$ cat config.mk
export PLATFORM = sky130hd
export DESIGN_NAME = lsu_req_tracker
export DESIGN_NICKNAME = d
export VERILOG_FILES = /design/src/rtl/lsu_pkg.sv /design/src/rtl/lsu_outst_fifo.sv /design/src/rtl/lsu_req_tracker.sv
export SDC_FILE = /design/constraint.sdc
export NUM_CORES = 1
export LEC_CHECK = 0
export BUFFER_PORTS_ARGS = -buffer_cell sky130_fd_sc_hd__clkbuf_2
export CAP_MARGIN = 0
export CORE_MARGIN = 3
export CORE_UTILIZATION = 38
export DETAILED_ROUTE_END_ITERATION = 6
export GPL_TIMING_DRIVEN = 0
export PLACE_DENSITY_LB_ADDON = 0.08
export SKIP_CTS_REPAIR_TIMING = 1
export SLEW_MARGIN = 20
export SYNTH_ARGS = -nofsm -noshare
export SYNTH_HDL_FRONTEND = slang
export SYNTH_SLANG_ARGS = --single-unit
$ cat constraint.sdc
create_clock -name clk -period 2.2 [get_ports clk]
set_clock_uncertainty 0.1 [all_clocks]
set_input_delay 0.11 -clock clk [delete_from_list [all_inputs] [get_ports clk]]
set_output_delay 0.11 -clock clk [all_outputs]
set_load 0.005 [all_outputs]
$ cat src/rtl/lsu_pkg.sv
// Shared types for the LSU request tracker: memory op encoding, op helpers and tracker entry.
package lsu_pkg;

  typedef enum logic [2:0] {
    LD_B  = 3'd0,
    LD_H  = 3'd1,
    LD_W  = 3'd2,
    LD_BU = 3'd3,
    LD_HU = 3'd4,
    ST_B  = 3'd5,
    ST_H  = 3'd6,
    ST_W  = 3'd7
  } mem_op_e;

  typedef struct packed {
    mem_op_e    op;
    logic [1:0] lo2;
    logic       kill;
  } trk_entry_t;

  function automatic logic is_store(input mem_op_e op);
    return op inside {ST_B, ST_H, ST_W};
  endfunction

  function automatic logic is_load(input mem_op_e op);
    return !is_store(op);
  endfunction

  function automatic logic [1:0] op_size(input mem_op_e op);
    case (op)
      LD_W, ST_W:        return 2'd2;
      LD_H, LD_HU, ST_H: return 2'd1;
      default:           return 2'd0;
    endcase
  endfunction

endpackage

$ cat src/rtl/lsu_outst_fifo.sv
// In-order FIFO of in-flight LSU requests; kill_all marks every held entry as stale.
module lsu_outst_fifo
  import lsu_pkg::*;
#(
  parameter int DEPTH = 2,
  localparam int PTR_W = (DEPTH > 1) ? $clog2(DEPTH) : 1,
  localparam int CNT_W = $clog2(DEPTH) + 1
) (
  input  logic             clk,
  input  logic             reset,
  input  logic             push,
  input  trk_entry_t       push_data,
  input  logic             pop,
  input  logic             kill_all,
  output trk_entry_t       head,
  output logic [CNT_W-1:0] cnt,
  output logic             empty
);

  trk_entry_t       mem [DEPTH];
  logic [PTR_W-1:0] wr_ptr;
  logic [PTR_W-1:0] rd_ptr;

  assign head  = mem[rd_ptr];
  assign empty = (cnt == '0);

  always_ff @(posedge clk) begin
    if (reset) begin
      wr_ptr <= '0;
      rd_ptr <= '0;
      cnt    <= '0;
      for (int i = 0; i < DEPTH; i++) mem[i] <= '0;
    end else begin
      if (kill_all)
        for (int i = 0; i < DEPTH; i++) mem[i].kill <= 1'b1;
      if (push) begin
        mem[wr_ptr] <= push_data;
        wr_ptr      <= (wr_ptr == PTR_W'(DEPTH - 1)) ? '0 : wr_ptr + 1'b1;
      end
      if (pop)
        rd_ptr <= (rd_ptr == PTR_W'(DEPTH - 1)) ? '0 : rd_ptr + 1'b1;
      case ({push, pop})
        2'b10:   cnt <= cnt + 1'b1;
        2'b01:   cnt <= cnt - 1'b1;
        default: cnt <= cnt;
      endcase
    end
  end

endmodule

$ cat src/rtl/lsu_req_tracker.sv
// EXE->MEM load/store issuer on the SRAM-like bus with N-deep in-order response tracking.
// Define LSU_ALE_CHECK_EN to enable the misalignment (ALE) check.
module lsu_req_tracker
  import lsu_pkg::*;
#(
  parameter int ADDR_W    = 32,
  parameter int MAX_OUTST = 2,
  localparam int CNT_W    = $clog2(MAX_OUTST) + 1
) (
  input  logic              clk,
  input  logic              reset,
  input  logic              in_valid,
  output logic              in_ready,
  input  logic [2:0]        in_op,
  input  logic [ADDR_W-1:0] in_addr,
  input  logic [31:0]       in_wdata,
  output logic              ale_exc,
  input  logic              flush,
  output logic              data_sram_req,
  output logic              data_sram_wr,
  output logic [1:0]        data_sram_size,
  output logic [3:0]        data_sram_wstrb,
  output logic [ADDR_W-1:0] data_sram_addr,
  output logic [31:0]       data_sram_wdata,
  input  logic              data_sram_addr_ok,
  input  logic              data_sram_data_ok,
  input  logic [31:0]       data_sram_rdata,
  output logic              rsp_valid,
  output logic [31:0]       rsp_data,
  output logic              rsp_is_store,
  output logic [CNT_W-1:0]  outst_cnt,
  output logic              err_spurious
);

  mem_op_e    op;
  logic       ale;
  logic       full;
  logic       empty;
  logic       push;
  logic       pop;
  logic       live_pop;
  trk_entry_t head;
  logic [31:0] shifted;
  logic [31:0] ext_data;

  assign op = mem_op_e'(in_op);

`ifdef LSU_ALE_CHECK_EN
  assign ale = in_valid &
               ((((op == LD_W) || (op == ST_W)) && (in_addr[1:0] != 2'b00)) ||
                (((op == LD_H) || (op == LD_HU) || (op == ST_H)) && in_addr[0]));
  assign ale_exc = ale & ~flush & ~reset;
`else
  assign ale     = 1'b0;
  assign ale_exc = 1'b0;
`endif

  assign full          = (outst_cnt == CNT_W'(MAX_OUTST));
  assign data_sram_req = in_valid & ~ale & ~flush & ~full & ~reset;
  assign in_ready      = (data_sram_req & data_sram_addr_ok) | ale_exc;
  assign data_sram_wr   = is_store(op);
  assign data_sram_size = op_size(op);
  assign data_sram_addr = in_addr;

  always_comb begin
    data_sram_wstrb = 4'b0000;
    data_sram_wdata = in_wdata;
    case (op)
      ST_B: begin
        data_sram_wstrb = 4'b0001 << in_addr[1:0];
        data_sram_wdata = {4{in_wdata[7:0]}};
      end
      ST_H: begin
        data_sram_wstrb = in_addr[1] ? 4'b1100 : 4'b0011;
        data_sram_wdata = {2{in_wdata[15:0]}};
      end
      ST_W: data_sram_wstrb = 4'b1111;
      default: ;
    endcase
  end

  assign push = data_sram_req & data_sram_addr_ok;
  assign pop  = data_sram_data_ok & ~empty;
  // flush in the pop cycle kills the entry being popped, not only the survivors
  assign live_pop = pop & ~head.kill & ~flush;

  lsu_outst_fifo #(.DEPTH(MAX_OUTST)) u_fifo (
    .clk       (clk),
    .reset     (reset),
    .push      (push),
    .push_data ({op, in_addr[1:0], 1'b0}),
    .pop       (pop),
    .kill_all  (flush),
    .head      (head),
    .cnt       (outst_cnt),
    .empty     (empty)
  );

  assign shifted = data_sram_rdata >> {head.lo2, 3'b000};

  always_comb begin
    ext_data = 32'h0;
    case (head.op)
      LD_B:    ext_data = {{24{shifted[7]}}, shifted[7:0]};
      LD_BU:   ext_data = {24'h0, shifted[7:0]};
      LD_H:    ext_data = {{16{shifted[15]}}, shifted[15:0]};
      LD_HU:   ext_data = {16'h0, shifted[15:0]};
      LD_W:    ext_data = data_sram_rdata;
      default: ext_data = 32'h0;
    endcase
  end

  always_ff @(posedge clk) begin
    if (reset) begin
      rsp_valid    <= 1'b0;
      rsp_data     <= 32'h0;
      rsp_is_store <= 1'b0;
      err_spurious <= 1'b0;
    end else begin
      rsp_valid <= live_pop;
      if (live_pop) begin
        rsp_data     <= ext_data;
        rsp_is_store <= is_store(head.op);
      end
      if (data_sram_data_ok & empty) err_spurious <= 1'b1;
    end
  end

endmodule

==> flow_metrics.tcl, run 1 <==
set metrics [dict create \
    grt_pass1_vias 4153 \
    cp_max_fo 10 \
    violations "negative hold slack" \
    grt_max_degree 17 \
    routedWlPerCell_um 15.71 \
    p_leak_nw 2.283 \
    drv_cap 0 \
    period_minus_slack_ps 2082 \
    worst_setup_path_end_kind "flop" \
    cts_tree "yes" \
    synth_nets 594 \
    syn_area_um2 3820 \
    netlist_instances 488 \
    synth_compound_area_share_pct 33.67 \
    placement.io_buffers 183 \
    grt-ovfl-total 0 \
    cp_data_required_time_ps 2300 \
    finalNetCount 784 \
    yosysWarnings 0 \
    synth_cell_types 57 \
    vias_per_cell 5.311 \
    setup_viol 0 \
    postSynthAreaPerCell_um2 7.828 \
    synth_adder_area_share_pct 0.3275 \
    area_growth_syn_to_layout_pct 32.72 \
    crit_path_start_kind "flop" \
    final_cell_mix "clkbuf_2, a21oi_1, o21ai_0" \
    hpwl_um 10330 \
    drtAntennaViolNets 0 \
    grt_pass1_wl_um 20130 \
    worstMarginPinSlew_ps 599.8 \
    pin_count 216 \
    finalHoldViolCount 2 \
    clkLatencyLatePin_ps 300 \
    gp_congestion 0.8514 \
    row_count 35 \
    fill_cells 978 \
    layout_commonest_cell "clkbuf_2" \
    placed_cells 800 \
    cp.arrival_ps 2180 \
    hold_start "data_sram_rdata[23]" \
    synth_edf_count 10 \
    fp.dieW_um 106.3 \
    async_reset_ff_share_pct 0 \
    cts_buffers 5 \
    synthFlopType "dfxtp_1" \
    num_vias 4291 \
    firstDrtPassIters 5 \
    synth.mux.area_fraction_pct 6.223 \
    htree_num_levels 2 \
    powerDensity_nw_per_um2 481.4 \
    finalWirelength_um 12700 \
    ys_seq_area_share_pct 29.87 \
    finalMaxSlewViolations 0 \
    synth_top_family_by_area "compound AO/OA/AOI/OAI gates" \
    maxSlewHeadroom_pct 60.01 \
    instances_no_fill 808 \
    core_area_um2 9503 \
    initial_core_util_pct 40.20 \
    clock_path_buffers 2 \
    drtIter0Drc 183 \
    max_freq_mhz 480.2 \
    synth_xor_area_share_pct 1.146 \
    gr-usage-all-layers_pct 21.64 \
    antenna_found_initial 0 \
    clk_pin_slew_ps 110 \
    synthSimpleGateAreaFrac_pct 14.18 \
    period_share_pct 94.65 \
    outcome "finished with violations" \
    path_class "flop to flop" \
    fin_tns_setup_ps 0 \
    final_layout_size_suffix_gt1_share_pct 42.56 \
    drc 0 \
    hold_path.class "input pin to flop" \
    ys_ff_latch 52 \
    die-area_um2 11290 \
    hold_ws_ps -15.47 \
    die_h_um 106.3 \
    cts-root-buf "clkbuf_8" \
    ir_drop_mv 0.3095 \
    insertedDiodeCount 0 \
    power_mw 2.441 \
    cts_sinks 52 \
]
[final timing paths]
kind	endpoint	slack, ps	cells after the start
worst min register to register	rsp_is_store	360	2
worst max-delay path	rsp_data[22]	120	6
worst max register to register	rsp_data[22]	120	6
worst min-delay path	rsp_data[23]	-20	3
[layer usage]
layer  vias to the layer above  routed length (um)  global-route usage (%)
met2                       165                6507                   39.00
li1                       2123                   -                       -
met1                      1989                5200                   26.75
met4                         0                 220                   5.273
met3                        14                 766                   3.522
met5                         -                   0                       0
[through the flow]
| stage | cell area [um^2] | util [%] | setup slack [ps] |
|---|---|---|---|
| CTS | 5014 | 52.76 | -98.28 |
| global placement | 4897 | 51.53 | -26.65 |
| finish | 5070 | 53.35 | 117.7 |
| detailed placement | 4897 | 51.53 | -86.21 |
| global route | 5070 | 53.35 | -10.96 |
| floorplan | 3820 | - | 136.9 |
[report_power, final]
group / internal (mW) / switching, mW / total [mW]
Combinational: 0.350 / 0.412 / 0.762
Clock: 0.327 / 0.321 / 0.648
Sequential: 1.01 / 0.0256 / 1.03
[cell type report]
class | count | area [um^2] | area share, %
Sequential cell | 52 | 1144 | 22.56
Buffer | 77 | 483.0 | 9.526
Inverter | 18 | 67.56 | 1.333
Clock buffer | 7 | 107.6 | 2.122
Tap cell | 129 | 161.4 | 3.184
Clock inverter | 1 | 8.758 | 0.1728
Multi-Input combinational cell | 339 | 2162 | 42.65
Timing Repair Buffer | 185 | 935.9 | 18.46
[critical path, cell delays in order, from the launching register on]
cell	delay, ps
dfxtp_2	400
mux2_4	330
or3_1	350
buf_2	240
a21oi_4	240
buf_4	220
a31oi_1	100
[registers in the layout (all words and copies together), names as in the netlist, named ones only]
name,count
err_spurious,1
u_fifo.mem,12
rsp_data,32
u_fifo.wr_ptr,1
rsp_valid,1
u_fifo.rd_ptr,1
u_fifo.cnt,2
rsp_is_store,1
[synth_stat cells (12+ instances only)]
master	count	area share, %
a21oi_1	51	6.7
inv_1	18	1.8
dfxtp_1	42	22
clkbuf_1	20	2.0
o22ai_1	15	2.5
nand2_1	27	2.7
a22oi_1	15	2.9
buf_4	44	8.6
o21ai_0	48	6.3
mux2_2	18	5.3
nor3_1	12	1.6
a31oi_1	23	3.8
nor2_1	26	2.6
[cell families (layout without fill, tap and decap cells)]
| family | after synthesis | after routing |
|---|---|---|
| buf+inv | 97 | 288 |
| other cells | 1 | 1 |
| xor+xnor | 5 | 5 |
| simple gates | 108 | 108 |
| flops | 52 | 52 |
| fa+ha+maj | 1 | 1 |
| compound gates | 203 | 203 |
| mux | 21 | 21 |
(Power assumes the default switching activity.)
==> run 2: changes to the inputs <==
--- a/config.mk
+++ b/config.mk
@@ -9,6 +9,7 @@
 export CAP_MARGIN = 0
 export CORE_MARGIN = 3
 export CORE_UTILIZATION = 38
+export CTS_BUF_LIST = sky130_fd_sc_hd__clkbuf_8
 export DETAILED_ROUTE_END_ITERATION = 6
 export GPL_TIMING_DRIVEN = 0
 export PLACE_DENSITY_LB_ADDON = 0.08
==> flow_metrics.tcl, run 2 (same netlist as run 1, synthesis figures left out) <==
set metrics [dict create \
    area_growth_syn_to_layout_pct 32.85 \
    drv_cap 0 \
    drtIter0Drc 183 \
    finalNetCount 784 \
    reg.largest.list "rsp_data: 32 flops, u_fifo.mem: 12 flops, u_fifo.cnt: 2 flops" \
    layout_commonest_cell "clkbuf_2" \
    pin_count 216 \
    placed_area_um2 4897 \
    core_area_um2 9503 \
    hpwl_um 10330 \
    dpl_worst_slack_ps -86.21 \
    cp_slowest_stage_delay_ps 400 \
    die_h_um 106.3 \
    die-area_um2 11290 \
    clkPwrFrac_pct 27.9 \
    setup_viol 0 \
    internal_power_mw 1.728 \
    outcome "finished with violations" \
    grt_pass1_vias 4153 \
    initial_core_util_pct 40.20 \
    num_vias 4291 \
    power_mw 2.485 \
    clock_path_buffers 2 \
    crit_slowest_cell "dfxtp_2" \
    routedWlPerCell_um 15.71 \
    path_cells "mux2_4 > or3_1 > buf_2 > a21oi_4 > buf_4 > a31oi_1" \
    worstMarginPinSlew_ps 599.8 \
    cts_tree "yes" \
    finalHoldViolCount 2 \
    ir_drop_mv 0.3093 \
    firstDrtPassIters 5 \
    powerDensity_nw_per_um2 489.7 \
    period_share_pct 94.65 \
    crit_path_start_kind "flop" \
    hold_path.class "input pin to flop" \
    htree_num_levels 2 \
    drc 0 \
    period_minus_slack_ps 2082 \
    gr-usage-all-layers_pct 21.64 \
    grt_max_degree 17 \
    placement.io_buffers 183 \
    finalMaxSlewViolations 0 \
    violations "negative hold slack" \
    finalWirelength_um 12690 \
    p_leak_nw 2.285 \
    max_freq_mhz 480.3 \
    worstHoldPathCells 3 \
    row_count 35 \
    cts_buffers 5 \
    cp.arrival_ps 2180 \
    cp_data_required_time_ps 2300 \
    cp_max_fo 10 \
    fp.dieW_um 106.3 \
    vias_per_cell 5.311 \
    sw_frac_of_total_pct 30.49 \
    largest_register_ffs 32 \
    fin_tns_setup_ps 0 \
    comb_power_share_pct 30.6 \
    switching_power_uw 757.7 \
    seqPwrFrac_pct 41.5 \
    grt-ovfl-total 0 \
    clk_pin_slew_ps 110 \
    final_layout_size_suffix_gt1_share_pct 42.56 \
    path_class "flop to flop" \
    postLayoutCellArea_um2 5075 \
    clkLatencyLatePin_ps 300 \
    maxSlewHeadroom_pct 60.01 \
    worst_setup_path_end_kind "flop" \
    insertedDiodeCount 0 \
    hold_ws_ps -15.47 \
    reg2reg_depth 6 \
    cts-root-buf "clkbuf_8" \
    cts_sinks 52 \
    antenna_found_initial 0 \
    gp_congestion 0.8514 \
    largest-register "rsp_data" \
    grt_pass1_wl_um 20130 \
    drtAntennaViolNets 0 \
    final_cell_mix "clkbuf_2, a21oi_1, o21ai_0" \
    fin_ws_ps 117.8 \
]
-- run 2: cell types whose count changed in the layout (fill, tap and decap cells not counted), sizes merged --
cell,change
bufinv,+1
clkbuf,-1
-- run 2: worst paths after layout --
check                           start           end  slack, ps
hold / removal    data_sram_rdata[23]  rsp_data[23]        -20
setup reg to reg                 flop  rsp_data[22]        120
setup / recovery                 flop  rsp_data[22]        120
hold reg to reg          rsp_is_store  rsp_is_store        360
-- run 2: per-stage QoR --
step | utilization (%) | std cells
final | 53.40 | 808
after global routing | 53.40 | 808
after floorplan | - | 488
after CTS | 52.81 | 808
after global placement | 51.53 | 800
after detailed placement | 51.53 | 800
-- run 2: layer usage --
layer,global-route usage (%),vias up,wire (um)
met4,5.273,0,220
li1,-,2123,-
met2,39.00,165,6507
met3,3.522,14,766
met5,0,-,0
met1,26.75,1989,5200
-- run 2: area by class of cell --
type | instances | area (um^2)
Fill cell | 976 | 4428
Multi-Input combinational cell | 339 | 2162
Sequential cell | 52 | 1144
Timing Repair Buffer | 185 | 935.9
Buffer | 77 | 483.0
Tap cell | 129 | 161.4
Clock buffer | 6 | 82.58
Inverter | 18 | 67.56
Clock inverter | 2 | 38.79
-- run 2: power groups by stage --
stage                     logic, mW  registers, mW  clock network [mW]
after CTS                     0.750           1.03               0.711
after global routing          0.845           1.04               0.746
final                         0.762           1.03               0.693
after detailed placement      0.745           1.05                   0
after global placement        0.736           1.05                   0
after floorplan               0.446           1.05                   0
-- run 2: critical path, delay by kind of cell, from the launching register on --
family          cells  cell delay, ps
compound gates      2             340
mux                 1             330
flops               1             400
buf+inv             2             460
simple gates        1             350
==> run 3: changes to the inputs <==
--- a/config.mk
+++ b/config.mk
@@ -8,7 +8,7 @@
 export BUFFER_PORTS_ARGS = -buffer_cell sky130_fd_sc_hd__clkbuf_2
 export CAP_MARGIN = 0
 export CORE_MARGIN = 3
-export CORE_UTILIZATION = 38
+export CORE_UTILIZATION = 46
 export CTS_BUF_LIST = sky130_fd_sc_hd__clkbuf_8
 export DETAILED_ROUTE_END_ITERATION = 6
 export GPL_TIMING_DRIVEN = 0
==> flow_metrics.tcl, run 3 (same netlist as run 1, synthesis figures left out) <==
set metrics [dict create \
    drv_cap 0 \
    initial_core_util_pct 48.43 \
    drtIter0Drc 239 \
    rsz0062_at_grt "false" \
    cts_buffers 5 \
    layout_commonest_cell "clkbuf_2" \
    fp.dieW_um 97.13 \
    final_layout_size_suffix_gt1_share_pct 42.61 \
    p_leak_nw 2.301 \
    max_freq_mhz 478.9 \
    core_area_um2 7888 \
    seqPwrFrac_pct 41.5 \
    fill_cells 739 \
    cts-root-buf "clkbuf_8" \
    internal_power_mw 1.697 \
    r2r_slack_ps 110 \
    finalWirelength_um 12780 \
    cts_tree "yes" \
    area_growth_syn_to_layout_pct 32.53 \
    endpoint "rsp_data[22]" \
    finalNetCount 788 \
    violations "negative hold slack" \
    clkPwrFrac_pct 27.6 \
    cp.arrival_ps 2220 \
    worst_setup_path_end_kind "flop" \
    reg2reg_depth 7 \
    reg.largest.list "rsp_data: 32 flops, u_fifo.mem: 12 flops, u_fifo.cnt: 2 flops" \
    htree_num_levels 2 \
    cp_data_required_time_ps 2340 \
    multi_input_area_um2 2162 \
    ir_drop_mv 0.2871 \
    fin_tns_setup_ps 0 \
    final_cell_mix "clkbuf_2, a21oi_1, o21ai_0, buf_4, dfxtp_1" \
    gp_congestion 0.9484 \
    cp-startpoint "u_fifo.mem[0][2]" \
    grt_pass1_wl_um 20540 \
    grt-ovfl-total 0 \
    num_vias 4328 \
    outcome "finished with violations" \
    switching_power_uw 786.9 \
    r2r_end "rsp_data[22]" \
    clock_path_buffers 2 \
    antenna_found_initial 0 \
    drc 0 \
    die_h_um 97.13 \
    period_minus_slack_ps 2088 \
    routedWlPerCell_um 16.28 \
    grt_max_degree 17 \
    hpwl_um 10310 \
    instances_no_fill 785 \
    comb_power_share_pct 30.9 \
    cp_max_fo 10 \
    powerDensity_nw_per_um2 490.7 \
    maxSlewHeadroom_pct 58.19 \
    finalMaxSlewViolations 0 \
    die-area_um2 9433 \
    r2r_start "u_fifo.mem[0][2]" \
    row_count 32 \
    insertedDiodeCount 0 \
    pin_count 216 \
    drtAntennaViolNets 0 \
    grt_pass1_vias 4197 \
    vias_per_cell 5.513 \
    placed_cells 773 \
    worstMarginPinSlew_ps 627.1 \
    largest-register "rsp_data" \
    final-seq-area_um2 1144 \
    path_class "flop to flop" \
    sw_frac_of_total_pct 31.68 \
    finalHoldViolCount 4 \
    cts_sinks 52 \
    firstDrtPassIters 5 \
    clkLatencyLatePin_ps 310 \
    period_share_pct 94.92 \
    clk_pin_slew_ps 100 \
    hold_ws_ps -7.782 \
    largest_register_ffs 32 \
    crit_path_start_kind "flop" \
    hold_path.class "input pin to flop" \
    placement.io_buffers 183 \
    setup_viol 0 \
    gr-usage-all-layers_pct 25.87 \
]
run 3: stage by stage:
step / utilization, % / power [mW] / setup WS (ps) / cell area (um^2)
final: 64.18 / 2.484 / 111.8 / 5062
after global routing: 64.18 / 2.609 / 4.724 / 5062
after CTS: 63.07 / 2.464 / -97.83 / 4975
after detailed placement: 61.66 / 1.795 / -80.22 / 4863
after global placement: 61.66 / 1.782 / -9.096 / 4863
after floorplan: - / 1.495 / 136.9 / 3820
run 3: routing by layer:
layer / GRT usage [%] / part of all wire [%]
met2: 46.13 / 51
met4: 6.587 / 2.0
met3: 5.097 / 7.4
met5: 0 / 0
met1: 31.81 / 40
run 3: worst min path at each step:
stage                                    from                  to  slack, ps  cells past startpoint
after floorplan             data_sram_data_ok        err_spurious        150                      2
after global placement      data_sram_data_ok        err_spurious        260                      3
after detailed placement          in_addr[15]  data_sram_addr[15]        290                      2
after CTS                   data_sram_data_ok        err_spurious        -40                      3
after global routing      data_sram_rdata[25]        rsp_data[25]        0.2                      3
final                     data_sram_rdata[24]        rsp_data[24]         -8                      3
run 3: worst max-delay path: stages (launching register included):
cell	delay (ps)
edfxtp_1	370
buf_2	190
or2_1	350
o22a_1	260
o22ai_2	170
nand2_2	150
clkbuf_4	220
a31oi_1	190
run 3: final cells by class:
cell class / count / share of cell area [%]
buffer: 77 / 9.565
clock buffer: 5 / 1.359
clock inverter: 3 / 0.8403
inverter: 18 / 1.335
multi-input combinational: 339 / 42.71
sequential: 52 / 22.59
tap: 102 / 2.521
timing repair buffer: 189 / 19.08
run 3: power groups by stage:
| stage | Combinational (mW) | Sequential [mW] | Clock, mW |
|---|---|---|---|
| after floorplan | 0.446 | 1.05 | 0 |
| after global placement | 0.733 | 1.05 | 0 |
| after detailed placement | 0.743 | 1.05 | 0 |
| after CTS | 0.747 | 1.03 | 0.688 |
| after global routing | 0.844 | 1.04 | 0.729 |
| final | 0.768 | 1.03 | 0.685 |
